<file path="src/rtl/bus_reply_ctl.sv">
// CPU bus reply controller: claims RAM below RAM_TOP, paces replies with wait states and
// flags protocol errors. Optional unclaimed-access watchdog: define BUS_REPLY_TIMEOUT_EN.
module bus_reply_ctl #(
    parameter logic [15:0] RAM_TOP     = 16'o100000,
    parameter int unsigned WAIT_STATES = 2,
    parameter int unsigned BUS_TIMEOUT = 63
) (
    input  logic        clk,
    input  logic        reset,
    input  logic        ce,
    input  logic        sync,
    input  logic        din,
    input  logic        dout,
    input  logic        wtbt,
    input  logic [15:0] addr,
    input  logic [15:0] wdata,
    output logic        rply,
    output logic [15:0] rdata,
    output logic        bus_error,
    output logic        mem_req,
    output logic        mem_we,
    output logic [1:0]  mem_be,
    output logic [14:0] mem_addr,
    output logic [15:0] mem_wdata,
    input  logic [15:0] mem_rdata,
    input  logic        mem_ready
);

    localparam int unsigned CNT_MAX = (WAIT_STATES > BUS_TIMEOUT) ? WAIT_STATES : BUS_TIMEOUT;
    localparam int unsigned CNT_W   = (CNT_MAX < 2) ? 1 : $clog2(CNT_MAX + 1);

    typedef enum logic [2:0] {
        S_IDLE,
        S_ACCESS,
        S_WAIT,
        S_REPLY,
        S_HOLD,
        S_ERROR
    } state_t;

    state_t             state_q, state_d;
    logic [CNT_W-1:0]   cnt_q, cnt_d;
    logic               latch, capture;
    logic               unclaimed_q;
    logic               rd_q;
    logic               we_q;
    logic [1:0]         be_q;
    logic [14:0]        addr_q;
    logic [15:0]        wdata_q;
    logic               ready_seen_q;
    logic [15:0]        rdbuf_q;
    logic [15:0]        rdata_q;
    logic               sync_low_q;

    always_comb begin
        state_d   = state_q;
        cnt_d     = cnt_q;
        latch     = 1'b0;
        capture   = 1'b0;
        rply      = 1'b0;
        bus_error = 1'b0;
        mem_req   = 1'b0;
        case (state_q)
            S_IDLE: begin
                // sync_low_q makes a held sync (after reset or an error) wait for a fresh rising edge
                if (sync && sync_low_q) begin
                    if (din && dout) begin
                        state_d = S_ERROR;
                    end else if (din ^ dout) begin
                        latch = 1'b1;
                        if (addr < RAM_TOP) begin
                            state_d = S_ACCESS;
                            cnt_d   = CNT_W'(WAIT_STATES);
                        end else begin
                            state_d = S_WAIT;
                            cnt_d   = CNT_W'(BUS_TIMEOUT);
                        end
                    end
                end
            end
            S_ACCESS: begin
                mem_req = 1'b1;
                // the wait counter already runs during the strobe cycle so WAIT_STATES spans mem_req to rply
                if (cnt_q != '0) cnt_d = cnt_q - 1'b1;
                state_d = sync ? S_WAIT : S_IDLE;
            end
            S_WAIT: begin
                if (!sync) begin
                    state_d = S_IDLE;
                end else if (!unclaimed_q) begin
                    if (cnt_q != '0) cnt_d = cnt_q - 1'b1;
                    if ((cnt_q <= CNT_W'(1)) && (mem_ready || ready_seen_q)) begin
                        capture = 1'b1;
                        state_d = S_REPLY;
                    end
                end else begin
`ifdef BUS_REPLY_TIMEOUT_EN
                    if (cnt_q <= CNT_W'(1)) state_d = S_ERROR;
                    else                    cnt_d   = cnt_q - 1'b1;
`endif
                end
            end
            S_REPLY: begin
                rply    = 1'b1;
                state_d = sync ? S_HOLD : S_IDLE;
            end
            S_HOLD: begin
                rply = 1'b1;
                if (!sync) state_d = S_IDLE;
            end
            S_ERROR: begin
                bus_error = 1'b1;
                state_d   = S_IDLE;
            end
            default: state_d = S_IDLE;
        endcase
    end

    always_ff @(posedge clk or posedge reset) begin
        if (reset) begin
            state_q      <= S_IDLE;
            cnt_q        <= '0;
            unclaimed_q  <= 1'b0;
            rd_q         <= 1'b0;
            we_q         <= 1'b0;
            be_q         <= '0;
            addr_q       <= '0;
            wdata_q      <= '0;
            ready_seen_q <= 1'b0;
            rdbuf_q      <= '0;
            rdata_q      <= '0;
            sync_low_q   <= 1'b0;
        end else if (ce) begin
            state_q <= state_d;
            cnt_q   <= cnt_d;
            if (!sync)
                sync_low_q <= 1'b1;
            else if ((state_q == S_IDLE) && (state_d != S_IDLE))
                sync_low_q <= 1'b0;
            if (latch) begin
                unclaimed_q  <= (addr >= RAM_TOP);
                rd_q         <= din;
                we_q         <= dout;
                be_q         <= (!dout || !wtbt) ? 2'b11 : (addr[0] ? 2'b10 : 2'b01);
                addr_q       <= addr[15:1];
                wdata_q      <= wdata;
                ready_seen_q <= 1'b0;
            end else if (((state_q == S_ACCESS) || (state_q == S_WAIT)) && !unclaimed_q
                         && mem_ready && !ready_seen_q) begin
                ready_seen_q <= 1'b1;
                rdbuf_q      <= mem_rdata;
            end
            if (capture && rd_q)
                rdata_q <= ready_seen_q ? rdbuf_q : mem_rdata;
        end
    end

    assign rdata     = rdata_q;
    assign mem_we    = we_q;
    assign mem_be    = be_q;
    assign mem_addr  = addr_q;
    assign mem_wdata = wdata_q;

endmodule

</file>
<file path="config.mk">
export PLATFORM = sky130hd
export DESIGN_NAME = bus_reply_ctl
export DESIGN_NICKNAME = d
export VERILOG_FILES = /design/src/rtl/bus_reply_ctl.sv
export SDC_FILE = /design/constraint.sdc
export NUM_CORES = 1
export LEC_CHECK = 0
export ABC_AREA = 1
export CAP_MARGIN = 20
export CORE_ASPECT_RATIO = 0.7
export CORE_MARGIN = 3
export CORE_UTILIZATION = 28
export DETAILED_ROUTE_END_ITERATION = 8
export PLACE_DENSITY = 0.55
export SLEW_MARGIN = 20
export SYNTH_ARGS = -nofsm -noshare
export SYNTH_HDL_FRONTEND = slang
export SYNTH_SLANG_ARGS = --single-unit
export TNS_END_PERCENT = 50
</file>
<file path="constraint.sdc">
create_clock -name clk -period 3.5 [get_ports clk]
set_clock_uncertainty 0.2 [all_clocks]
set_input_delay 0.7 -clock clk [delete_from_list [all_inputs] [get_ports clk]]
set_output_delay 0.7 -clock clk [all_outputs]
set_load 0.005 [all_outputs]
</file>
==> flow_summary.yaml <==
status:
  status: "finished clean"
cts:
  post_cts_buffers: 0
  cts_tree: "yes"
  cts.sinks: 79
  path_clk_slew_ns: 0.06
  postCtsHoldBufs: 0
  cts_buffers: 9
  htree_levels: 3
  ctsResizeCount: 0
  clock_latency_ns: 0.33
  ctsRootBufferMaster: "clkbuf_16"
  cts_buffer_depth: 2
layout:
  layout-drive-gt1-share_pct: 12.7
  final.fill_count: 1154
  num-nets-final: 535
  diodes: 0
  instances_no_fill: 637
  area_growth_pct: 43.6
sta:
  hold_viol: 0
  fmax_mhz: 374
  max_slew_margin_pct: 39.7
  finalSetupViolCount: 0
  rsz0062_at_grt: "no"
  fin_setup_tns_ns: 0
  fin_crit_sh_pct: 76.4
  period_minus_slack_ns: 2.68
  tightestPinTransition_ns: 0.904
  fin_ws_ns: 0.824
  maxSlewViolCount: 0
global_routing:
  grt_pass1_vias: 2726
  grt_max_degree: 50
  grt_usage_pct: 12.0
  antenna_found_initial: 0
  grt_pass1_wl_mm: 13.5
  overflow: 0
synthesis:
  seq_area_frac_synth_pct: 55.8
  syn-cell-area_um2: 3540
  ys_warn_count: 0
  yosys.cell_types.count: 28
  synth_compound_area_share_pct: 10.2
  synth_top_family_by_area: "simple AND/OR/NAND/NOR gates"
  synthMuxAreaShare_pct: 10.2
  synth-simple-area-share_pct: 15.1
  yosysTopAreaCellShare_pct: 55.8
  synth_common_cells: "nand2_1 (84), dfrtp_1 (79), o21ai_0 (48)"
  syn_inst: 366
  synth_top_flop_cell: "dfrtp_1"
  synthArstFlopShare_pct: 100
  ys_ff_latch: 79
  synth-adder-area-share_pct: 1.41
  synth_area_leaders: "dfrtp_1 (56%), mux2_2 (9.8%), nand2_1 (8.9%)"
  avgSynthCellArea_um2: 9.68
  synth_xor_xnor_area_share_pct: 0.741
  syn-num-nets: 426
  synth_area_leader_cell: "dfrtp_1"
  synth.most_common_cell: "nand2_1"
  synth_edf_count: 0
die:
  core_area_um2: 12000
  io_pins: 109
  die_h_um: 100
  start_util_pct: 29.5
  dieArea_um2: 14100
  dieWidth_um: 140
  fp-row-count: 33
job:
  drv_cap: 0
route:
  drt_iter0_markers: 83
  drt-pass1-iter-count: 4
  ant_nets: 0
  viasPerCell: 4.34
  wl_per_cell_um: 13.0
  vias: 2762
  drc: 0
  drt_wl_total_mm: 8.27
setup_path:
  worst_ep_required_time_ns: 2.60
  arrival_ns: 1.78
  critPathMaxFanout: 7
  start_kind: "flip-flop"
  worstSetupPathType: "reg -> out"
  end_kind: "output pin"
power:
  ir_worst_vdd_mv: 0.312
  total_power_uw: 3840
  p_per_area_nw_per_um2: 753
  p_leak_uw: 0.00228
place:
  place_congestion: 0.825
  post-place-ws_ns: 0.626
  placed_cells: 621
  io_buffers: 108
  dp_hpwl_mm: 6.01
min_path:
  holdCritPathClass: "reg -> reg"
cell families (layout without fill, tap and decap cells):
kind of cell               count (synthesis)  in the layout
buffers and inverters                     53            167
adders and majority gates                  4              4
AOI/OAI and AO/OA                         70             70
muxes                                     32             32
DFF                                       79             79
and+or+nand+nor                          125            125
xor gates and xnor gates                   3              3
critical path: stages (launching register included):
cell	delay, ns
dfrtp_1	0.49
nand2_1	0.11
nand2_1	0.17
inv_1	0.06
a21oi_1	0.11
clkdlybuf4s50_1	0.51
metrics by stage:
stage          utilization [%]  cell area (um2)  hold slack [ns]
5_1_grt                   42.4             5090            0.312
6_report                  42.4             5090            0.282
3_5_place_dp              39.9             4790            0.269
3_3_place_gp              39.9             4790            0.261
2_1_floorplan                -             3540            0.248
4_1_cts                   42.4             5090            0.284
per-layer routing:
| layer | wire length (um) | share of wire (%) | track usage [%] | up-vias |
|---|---|---|---|---|
| met1 | 4040 | 49 | 16.5 | 1258 |
| met4 | 78 | 0.94 | 3.80 | 0 |
| met5 | 0 | 0 | 0 | - |
| met2 | 3610 | 44 | 18.1 | 93 |
| li1 | - | - | - | 1403 |
| met3 | 543 | 6.6 | 3.86 | 8 |
report_power, final:
part | switching, uW | leakage [uW] | internal, uW | total, uW
clock network | 380 | 0.000152 | 561 | 941
logic | 581 | 0.00114 | 802 | 1380
registers | 217 | 0.000993 | 1300 | 1510
total | 1180 | 0.00228 | 2660 | 3840
registers in the layout, summed over array words and instances (netlist names):
name / flops
mem_wdata: 16
rdata: 16
rdbuf_q: 16
mem_addr: 15
cnt_q: 6
state_q: 3
mem_be: 2
mem_we: 1
rd_q: 1
ready_seen_q: 1
sync_low_q: 1
unclaimed_q: 1
placed cells by master (no fill, tap or decap), drive strengths merged:
master           n
nor2            24
nand2           86
buf              4
xnor2            2
mux2            32
nand3            7
clkbuf           9
xor2             1
bufinv           1
a21boi           2
a21oi            2
inv             41
clkinv           4
nand4            4
a41oi            1
nor3             4
a31oi            1
o21ai           64
dfrtp           79
clkdlybuf4s50  108
ha               4
final timing paths:
path / startpoint / end / slack [ns] / cells past startpoint
setup / recovery: state_q[1]$_DFFE_PP0P_ / rply / 0.82 / 5
hold / removal: rdbuf_q[4]$_DFFE_PP0P_ / rdbuf_q[4]$_DFFE_PP0P_ / 0.28 / 2
setup reg to reg: state_q[2]$_DFFE_PP0P_ / rdbuf_q[11]$_DFFE_PP0P_ / 1.42 / 5
hold reg to reg: rdbuf_q[4]$_DFFE_PP0P_ / rdbuf_q[4]$_DFFE_PP0P_ / 0.28 / 2
max in group asynchronous: reset / rd_q$_DFFE_PP0P_ / 1.80 / 3
min in group asynchronous: reset / mem_wdata[12]$_DFFE_PP0P_ / 0.66 / 2
cell type report:
class	count	area, um2	area share, %
Clock buffer	9	225	4.42
Clock inverter	7	77.6	1.52
Inverter	39	148	2.90
Multi-Input combinational cell	234	1330	26.1
Sequential cell	79	1980	38.8
Tap cell	157	196	3.86
Timing Repair Buffer	112	1140	22.3
Power figures use the tool's default switching activity.
